[src/rtl/vga_sync_gen_pkg.sv]
// Shared VGA timing defaults and coordinate type for the sync generator, paint stage and
// frame-buffer address logic.
package vga_sync_gen_pkg;

    localparam int COORD_W = 10;
    localparam int MAX_TOTAL = 1 << COORD_W;

    typedef logic [COORD_W-1:0] coord_t;

    // 640x480@60 defaults
    localparam int DEF_H_ACTIVE = 640;
    localparam int DEF_H_FP     = 16;
    localparam int DEF_H_SYNC   = 96;
    localparam int DEF_H_BP     = 48;
    localparam int DEF_V_ACTIVE = 480;
    localparam int DEF_V_FP     = 10;
    localparam int DEF_V_SYNC   = 2;
    localparam int DEF_V_BP     = 33;
    localparam int DEF_CLK_DIV  = 2;

    function automatic int timing_total(input int active, input int fp, input int sync, input int bp);
        return active + fp + sync + bp;
    endfunction

endpackage

[src/rtl/pixel_tick_div.sv]
// Divides clk down to the pixel rate; advance is high on the last clk of each pixel period.
module pixel_tick_div #(
    parameter int CLK_DIV = 2
) (
    input  logic clk,
    input  logic reset,
    output logic advance
);

    localparam int DIV_W = (CLK_DIV > 1) ? $clog2(CLK_DIV) : 1;
    localparam logic [DIV_W-1:0] DIV_LAST = DIV_W'(CLK_DIV - 1);

    logic [DIV_W-1:0] div_cnt_reg;

    assign advance = (div_cnt_reg == DIV_LAST);

    always_ff @(posedge clk) begin
        if (reset) begin
            div_cnt_reg <= '0;
        end else if (advance) begin
            div_cnt_reg <= '0;
        end else begin
            div_cnt_reg <= div_cnt_reg + DIV_W'(1);
        end
    end

endmodule

[src/rtl/vga_sync_gen.sv]
// VGA raster timing: beam counters plus registered sync/blanking/strobe outputs, all derived
// from the next counter values so they line up with cur_x/cur_y in the same cycle.
module vga_sync_gen
    import vga_sync_gen_pkg::*;
#(
    parameter int H_ACTIVE = DEF_H_ACTIVE,
    parameter int H_FP     = DEF_H_FP,
    parameter int H_SYNC   = DEF_H_SYNC,
    parameter int H_BP     = DEF_H_BP,
    parameter int V_ACTIVE = DEF_V_ACTIVE,
    parameter int V_FP     = DEF_V_FP,
    parameter int V_SYNC   = DEF_V_SYNC,
    parameter int V_BP     = DEF_V_BP,
    parameter int CLK_DIV  = DEF_CLK_DIV,
    parameter bit SYNC_POL = 1'b0
) (
    input  logic               clk,
    input  logic               reset,
    output logic               pix_tick,
    output logic [COORD_W-1:0] cur_x,
    output logic [COORD_W-1:0] cur_y,
    output logic               hsync,
    output logic               vsync,
    output logic               video_on,
    output logic               line_start,
    output logic               frame_start
);

    localparam int H_TOTAL = timing_total(H_ACTIVE, H_FP, H_SYNC, H_BP);
    localparam int V_TOTAL = timing_total(V_ACTIVE, V_FP, V_SYNC, V_BP);

    localparam coord_t H_LAST       = coord_t'(H_TOTAL - 1);
    localparam coord_t V_LAST       = coord_t'(V_TOTAL - 1);
    localparam coord_t H_VIS        = coord_t'(H_ACTIVE);
    localparam coord_t V_VIS        = coord_t'(V_ACTIVE);
    localparam coord_t H_SYNC_START = coord_t'(H_ACTIVE + H_FP);
    localparam coord_t H_SYNC_END   = coord_t'(H_ACTIVE + H_FP + H_SYNC - 1);
    localparam coord_t V_SYNC_START = coord_t'(V_ACTIVE + V_FP);
    localparam coord_t V_SYNC_END   = coord_t'(V_ACTIVE + V_FP + V_SYNC - 1);

    generate
        if (H_TOTAL > MAX_TOTAL || V_TOTAL > MAX_TOTAL) begin : g_bad_total
            $error("vga_sync_gen: H_TOTAL/V_TOTAL exceed coordinate range");
        end
        if (CLK_DIV < 1 || CLK_DIV > 16) begin : g_bad_div
            $error("vga_sync_gen: CLK_DIV must be in 1..16");
        end
    endgenerate

    logic   advance;
    coord_t x_next, y_next;
    logic   hsync_next, vsync_next, video_next;

    coord_t cur_x_reg, cur_y_reg;
    logic   pix_tick_reg, hsync_reg, vsync_reg, video_on_reg, line_start_reg, frame_start_reg;

    pixel_tick_div #(
        .CLK_DIV(CLK_DIV)
    ) u_div (
        .clk    (clk),
        .reset  (reset),
        .advance(advance)
    );

    always_comb begin
        x_next = cur_x_reg + coord_t'(1);
        y_next = cur_y_reg;
        if (cur_x_reg == H_LAST) begin
            x_next = '0;
            y_next = (cur_y_reg == V_LAST) ? '0 : cur_y_reg + coord_t'(1);
        end
    end

    // Decode from the next position so the registered flags match the registered counters
    always_comb begin
        hsync_next = ~SYNC_POL;
        vsync_next = ~SYNC_POL;
        if (x_next >= H_SYNC_START && x_next <= H_SYNC_END) begin
            hsync_next = SYNC_POL;
        end
        if (y_next >= V_SYNC_START && y_next <= V_SYNC_END) begin
            vsync_next = SYNC_POL;
        end
        video_next = (x_next < H_VIS) && (y_next < V_VIS);
    end

    always_ff @(posedge clk) begin
        if (reset) begin
            cur_x_reg       <= H_LAST;
            cur_y_reg       <= V_LAST;
            pix_tick_reg    <= 1'b0;
            hsync_reg       <= ~SYNC_POL;
            vsync_reg       <= ~SYNC_POL;
            video_on_reg    <= 1'b0;
            line_start_reg  <= 1'b0;
            frame_start_reg <= 1'b0;
        end else if (advance) begin
            cur_x_reg       <= x_next;
            cur_y_reg       <= y_next;
            pix_tick_reg    <= 1'b1;
            hsync_reg       <= hsync_next;
            vsync_reg       <= vsync_next;
            video_on_reg    <= video_next;
            line_start_reg  <= (x_next == '0);
            frame_start_reg <= (x_next == '0) && (y_next == '0);
        end else begin
            pix_tick_reg    <= 1'b0;
            line_start_reg  <= 1'b0;
            frame_start_reg <= 1'b0;
        end
    end

    assign pix_tick    = pix_tick_reg;
    assign cur_x       = cur_x_reg;
    assign cur_y       = cur_y_reg;
    assign hsync       = hsync_reg;
    assign vsync       = vsync_reg;
    assign video_on    = video_on_reg;
    assign line_start  = line_start_reg;
    assign frame_start = frame_start_reg;

endmodule

[config.mk]
export PLATFORM = sky130hd
export DESIGN_NAME = vga_sync_gen
export DESIGN_NICKNAME = d
export VERILOG_FILES = /design/src/rtl/vga_sync_gen_pkg.sv /design/src/rtl/pixel_tick_div.sv /design/src/rtl/vga_sync_gen.sv
export SDC_FILE = /design/constraint.sdc
export NUM_CORES = 1
export LEC_CHECK = 0
export CAP_MARGIN = 10
export CORE_ASPECT_RATIO = 1.4
export CORE_MARGIN = 10
export CORE_UTILIZATION = 25
export DETAILED_ROUTE_END_ITERATION = 8
export GPL_TIMING_DRIVEN = 0
export PLACE_DENSITY = 0.54
export SYNTH_ARGS = -nofsm -noshare
export SYNTH_HDL_FRONTEND = slang
export SYNTH_HIERARCHICAL = 1
export SYNTH_SLANG_ARGS = --single-unit
export TNS_END_PERCENT = 1
[constraint.sdc]
create_clock -name clk -period 2.3 [get_ports clk]
set_input_delay 0.46 -clock clk [delete_from_list [all_inputs] [get_ports clk]]
set_output_delay 0.46 -clock clk [all_outputs]
set_load 0.1 [all_outputs]
# ---- After elaboration in Yosys (flattened, before gate mapping)
# Cells that the tools add are included.
dict set report op_classes {
  n_addsub 3
  magnitude_cmp 6
  eq_ne 2
  mux 6
  bitwise 1
  reduce_logical 8
}
# op n
set ops {}
lappend ops {{2-to-1 mux 10 bit} 3}
lappend ops {{adder 10 x 1 -> 10 bit (second input constant)} 2}
lappend ops {{== test 10 bit (second input constant)} 2}
lappend ops {{zero test 10 bit} 2}
lappend ops {{>= comparator 10 bit (second input constant)} 1}
lappend ops {{>= comparator 10 x 9 -> 1 bit (second input constant)} 1}
lappend ops {{<= comparator 10 bit (second input constant)} 1}
lappend ops {{<= comparator 10 x 9 -> 1 bit (second input constant)} 1}
lappend ops {{< comparator 10 bit (second input constant)} 1}
lappend ops {{< comparator 10 x 9 -> 1 bit (second input constant)} 1}
lappend ops {{logical AND 1 bit} 4}
lappend ops {{OR reduction 2 bit} 2}
lappend ops {{2-to-1 mux 1 bit} 3}
lappend ops {{adder 1 bit (second input constant)} 1}
lappend ops {{inverter 1 bit} 1}
dict set report totals {
  reg_bits 27
  out_inout_bits 26
  elab_cells 35
}

# ---- Longest topological paths before layout
dict set report logic_depth {
  depth_word 6
  mapped_depth 9
  mapped_depth_nobuf 8
}

# ---- Hierarchy
# The synthesis kept the hierarchy.
# mod instances cells_per_inst area_per_inst_um2 seq_area_each_um2
set by_module_without_submodules {}
lappend by_module_without_submodules {vga_sync_gen 1 219 1783.0 520.5}
lappend by_module_without_submodules {pixel_tick_div 1 2 23.8 20.0}

# ---- Worst setup path before layout
# Ideal clock, no wire load.
dict set report synth_timing {
  path_type {register to register}
  startpoint {register cur_x_reg[0], in the netlist cur_x[0]}
  endpoint {register video_on_reg, in the netlist video_on}
  t_arrival_ns 2.652
  t_required_ns 2.204
  slack_ns -0.448
  stages_incl_launch_ff 9
  n_path_buf 1
  cell_sequence {dfxtp_1 ha_1 nand4_2 and3b_1 buf_4 o21ai_2 a32o_1 o2111a_1 o41ai_2}
}
dict set report synth_between {
  elab_chain_cells 4
  word_cells_on_any_way 7
  classes_between {add/sub: 1; order compare: 2; eq/ne: 1; mux: 2; reduce/logical: 1}
}
# element line
set synth_rtl {}
lappend synth_rtl {{start, declared} vga_sync_gen.sv:54} ;# coord_t cur_x_reg, cur_y_reg;
lappend synth_rtl {{start signal, assigned} vga_sync_gen.sv:98} ;# cur_x_reg <= x_next;
lappend synth_rtl {{adder 10 x 1 -> 10 bit / == test 10 bit (equally long branches)} {vga_sync_gen.sv:66, vga_sync_gen.sv:68}}
lappend synth_rtl {{2-to-1 mux 10 bit} vga_sync_gen.sv:68} ;# if (cur_x_reg == H_LAST) begin
lappend synth_rtl {{< comparator 10 bit / < comparator 10 x 9 -> 1 bit (equally long branches)} vga_sync_gen.sv:84} ;# video_next = (x_next < H_VIS) && (y_next < V_VIS);
lappend synth_rtl {{logical AND 1 bit (*)} vga_sync_gen.sv:84}
lappend synth_rtl {{end signal, assigned} vga_sync_gen.sv:103} ;# video_on_reg <= video_next;
lappend synth_rtl {{end, declared} vga_sync_gen.sv:55} ;# logic pix_tick_reg, hsync_reg, vsync_reg, video_on_reg, line_start_reg, frame_start_reg;
# Mark *: on every way between the ends. The rest lies on a longest branch, timed or not.
# A chain may end at the register's enable or synchronous reset.

# ---- Worst setup path after layout
dict set report layout_timing {
  startpoint {register vsync_reg, in the netlist vsync}
  endpoint {output vsync}
}
# element line
set layout_rtl {}
lappend layout_rtl {{start, declared} vga_sync_gen.sv:55}
lappend layout_rtl {{start signal, assigned} vga_sync_gen.sv:93} ;# vsync_reg <= ~SYNC_POL;
lappend layout_rtl {{start signal, assigned} vga_sync_gen.sv:102} ;# vsync_reg <= vsync_next;
lappend layout_rtl {{end, declared} vga_sync_gen.sv:23} ;# output logic vsync,
# No word-level cell between the ends.

==> flow_summary.yaml <==
power_and_ir_drop:
  ir_worst_vdd_uv: 266
  leakage_uw: 0.000878
  power_density_mw_per_mm2: 643
  finalPower_uw: 1450
clock_network:
  numClockSinks: 27
  cts.root.buffer_cell: "clkbuf_8"
  cts.path.max_buffers: 2
  cts.clk_slew.worst_paths_ns: 0.10
  cts_made_buffers: 3
  cts_max_level: 1
  cts_tree: "done"
  worstSkewPairLatency_ns: 0.27
setup_path:
  crit_required_ns: 1.84
  worstPathCellList: "clkdlybuf4s50_1"
  crit_family: "buffers and inverters"
  r2r_slack_ns: 0.15
  crit_arrival_ns: 1.78
  cp-start-kind: "flip-flop"
  end_kind: "output port"
  path_class: "reg2out"
  ff2ff_path_depth: 8
  critPathBufInv: 1
  cp_max_fo: 2
  rr_endpoint: "frame_start"
  cp_slowest_stage_delay_ns: 1.14
  crit_slowest_cell: "clkdlybuf4s50_1"
  r2r_start: "cur_x[0]"
logic_synthesis:
  syn-num-nets: 227
  synth_top_cell_by_area: "dfxtp_1"
  synth_seq_cells: 27
  syn_area_per_cell_um2: 8.18
  synthFlopType: "dfxtp_1"
  yosysSeqAreaShare_pct: 29.9
  async_flop_share_pct: 0
  syn-instance-count: 221
  yosys_warnings: 6
  synth-edff-count: 0
  synth_most_common_cell: "dfxtp_1"
  synthTopCellsByCount: "27 x dfxtp_1, 21 x nor2_1, 16 x nand2_1, 15 x a21oi_1, 12 x o21ai_0"
  syn-cell-area_mm2: 0.00181
  synth.top_cell.area_share_pct: 29.9
  ys_top_cells_by_area: "dfxtp_1 30%, nor2_1 4.4%, xnor2_1 4.4%"
  synth_cell_types: 62
route:
  detail-route-antenna-nets: 0
  wl_per_cell_um: 14.5
  first_pass_iters: 4
  first_iter_violations: 57
  drt-total-wl_um: 5030
  viasPerCell: 4.95
  vias: 1717
  drc: 0
cells_and_area:
  syn_to_final_growth_pct: 25.0
  final_nets: 259
  stdcell_count: 347
  final_layout_size_suffix_gt1_share_pct: 18.7
  post-route-cell-area_mm2: 0.00226
  fillers: 768
  n_antenna_cell: 0
  postLayoutCoreUtil_pct: 32.3
floorplanning:
  io_pins: 28
  dieArea_mm2: 0.0111
  coreArea_mm2: 0.00698
  die_h_um: 121
  core.rowCount: 36
  die_w_um: 91.8
  start_util_pct: 25.9
placement:
  portBuffers: 27
  dpl_cell_area_mm2: 0.00221
  gp_congestion: 0.804
  hpwl_um: 3760
  place_inst: 343
sta:
  finalMaxSlewViolations: 0
  fmax_ghz: 0.447
  period_share_pct: 97.2
  slew_headroom_pct: 34.6
  final-setup-viol-count: 0
  fin_skew_ns: 0.00270
  tightest_slew_ns: 0.978
  grt_setup_unrepaired: "false"
  layout_min_cycle_time_ns: 2.24
  finalHoldViolCount: 0
global_routing:
  grt_util_all_layers_pct: 9.07
  grt_pass1_vias: 1681
  gr-total-overflow: 0
  grt_pass1_wl_um: 8380
  grt_max_degree: 16
  antenna_found_initial: 0
min_path:
  hold_end: "u_div/advance"
  hold_class: "reg2reg"
  hold_depth: 1
  holdCritStartpoint: "u_div/advance"
outcome:
  status: "completed"
job:
  drv_cap: 0
what timing repair did:
item | CTS | global route
buffers inserted | 0 | 0
gates cloned | 0 | 0
hold buffers | 0 | 0
endpoints found under the setup margin | 13 | 7
gates resized for setup | 13 | 5
placed cells by master, fill, tap and decap left out, types with 4 or more instances in the layout:
cell type | synthesis | final
nor2_1 | 21 | 21
nand2_1 | 16 | 16
a21oi_1 | 15 | 15
dfxtp_2 | 0 | 14
dfxtp_1 | 27 | 13
dlygate4sd2_1 | 0 | 13
o21ai_0 | 12 | 12
clkdlybuf4s50_1 | 0 | 12
inv_1 | 10 | 10
xnor2_1 | 9 | 9
nand3_1 | 6 | 6
xor2_1 | 6 | 6
clkbuf_1 | 5 | 5
nor3_1 | 6 | 5
buf_4 | 4 | 4
o31ai_1 | 4 | 4
nor4_1 | 4 | 4
nand4_1 | 4 | 4
report_power, final:
group          switching, µW  internal, µW  total, µW
Clock                    160           122        282
Combinational            446           190        637
Sequential              34.9           499        534
cells by family (layout without fill, tap and decap cells):
group	count (synthesis)	in the layout	share of synthesized area, %
AO/OA/AOI/OAI	57	57	22.7
XOR/XNOR	15	15	7.27
adder cells (fa/ha/maj)	4	4	2.77
buffers and inverters	25	56	6.79
flip-flops	27	27	29.9
AND/OR/NAND/NOR	93	93	30.5
worst max-delay path by stage:
stage | from | end | slack [ns] | depth (start not counted)
global route | cur_y[6] | cur_y[6] | 0.004 | 1
floorplan | cur_x[9] | cur_y[2] | -0.15 | 8
finish | vsync | vsync | 0.06 | 1
global placement | cur_x[0] | frame_start | 0.09 | 9
detailed placement | cur_x[0] | frame_start | 0.11 | 8
CTS | cur_y[5] | cur_y[5] | 0.03 | 1
stage by stage:
step           hold slack, ns  setup WS [ns]  setup TNS [ns]
2_1_floorplan           0.383         -0.153          -0.720
3_3_place_gp            0.395         0.0928               0
3_5_place_dp            0.399          0.111               0
4_1_cts                 0.414         0.0301               0
5_1_grt                 0.442        0.00394               0
6_report                0.411         0.0647               0
final cells by class:
cell class / count / area [µm²] / area share (%)
Multi-Input combinational cell: 169 / 1150 / 51.0
Clock buffer: 3 / 41.3 / 1.83
Buffer: 15 / 87.6 / 3.88
Timing Repair Buffer: 27 / 259 / 11.5
Sequential cell: 27 / 558 / 24.7
Tap cell: 95 / 119 / 5.26
Clock inverter: 1 / 5.00 / 0.222
Inverter: 10 / 37.5 / 1.66
per-layer routing:
metal  vias up  track usage [%]  routed length (µm)
met4         0             3.09                  64
met3         4             1.98                 160
li1        862                -                   -
met1       829             10.7                2250
met5         -                0                   0
met2        22             15.7                2560
Note: power is estimated with default switching activity, not from simulation.
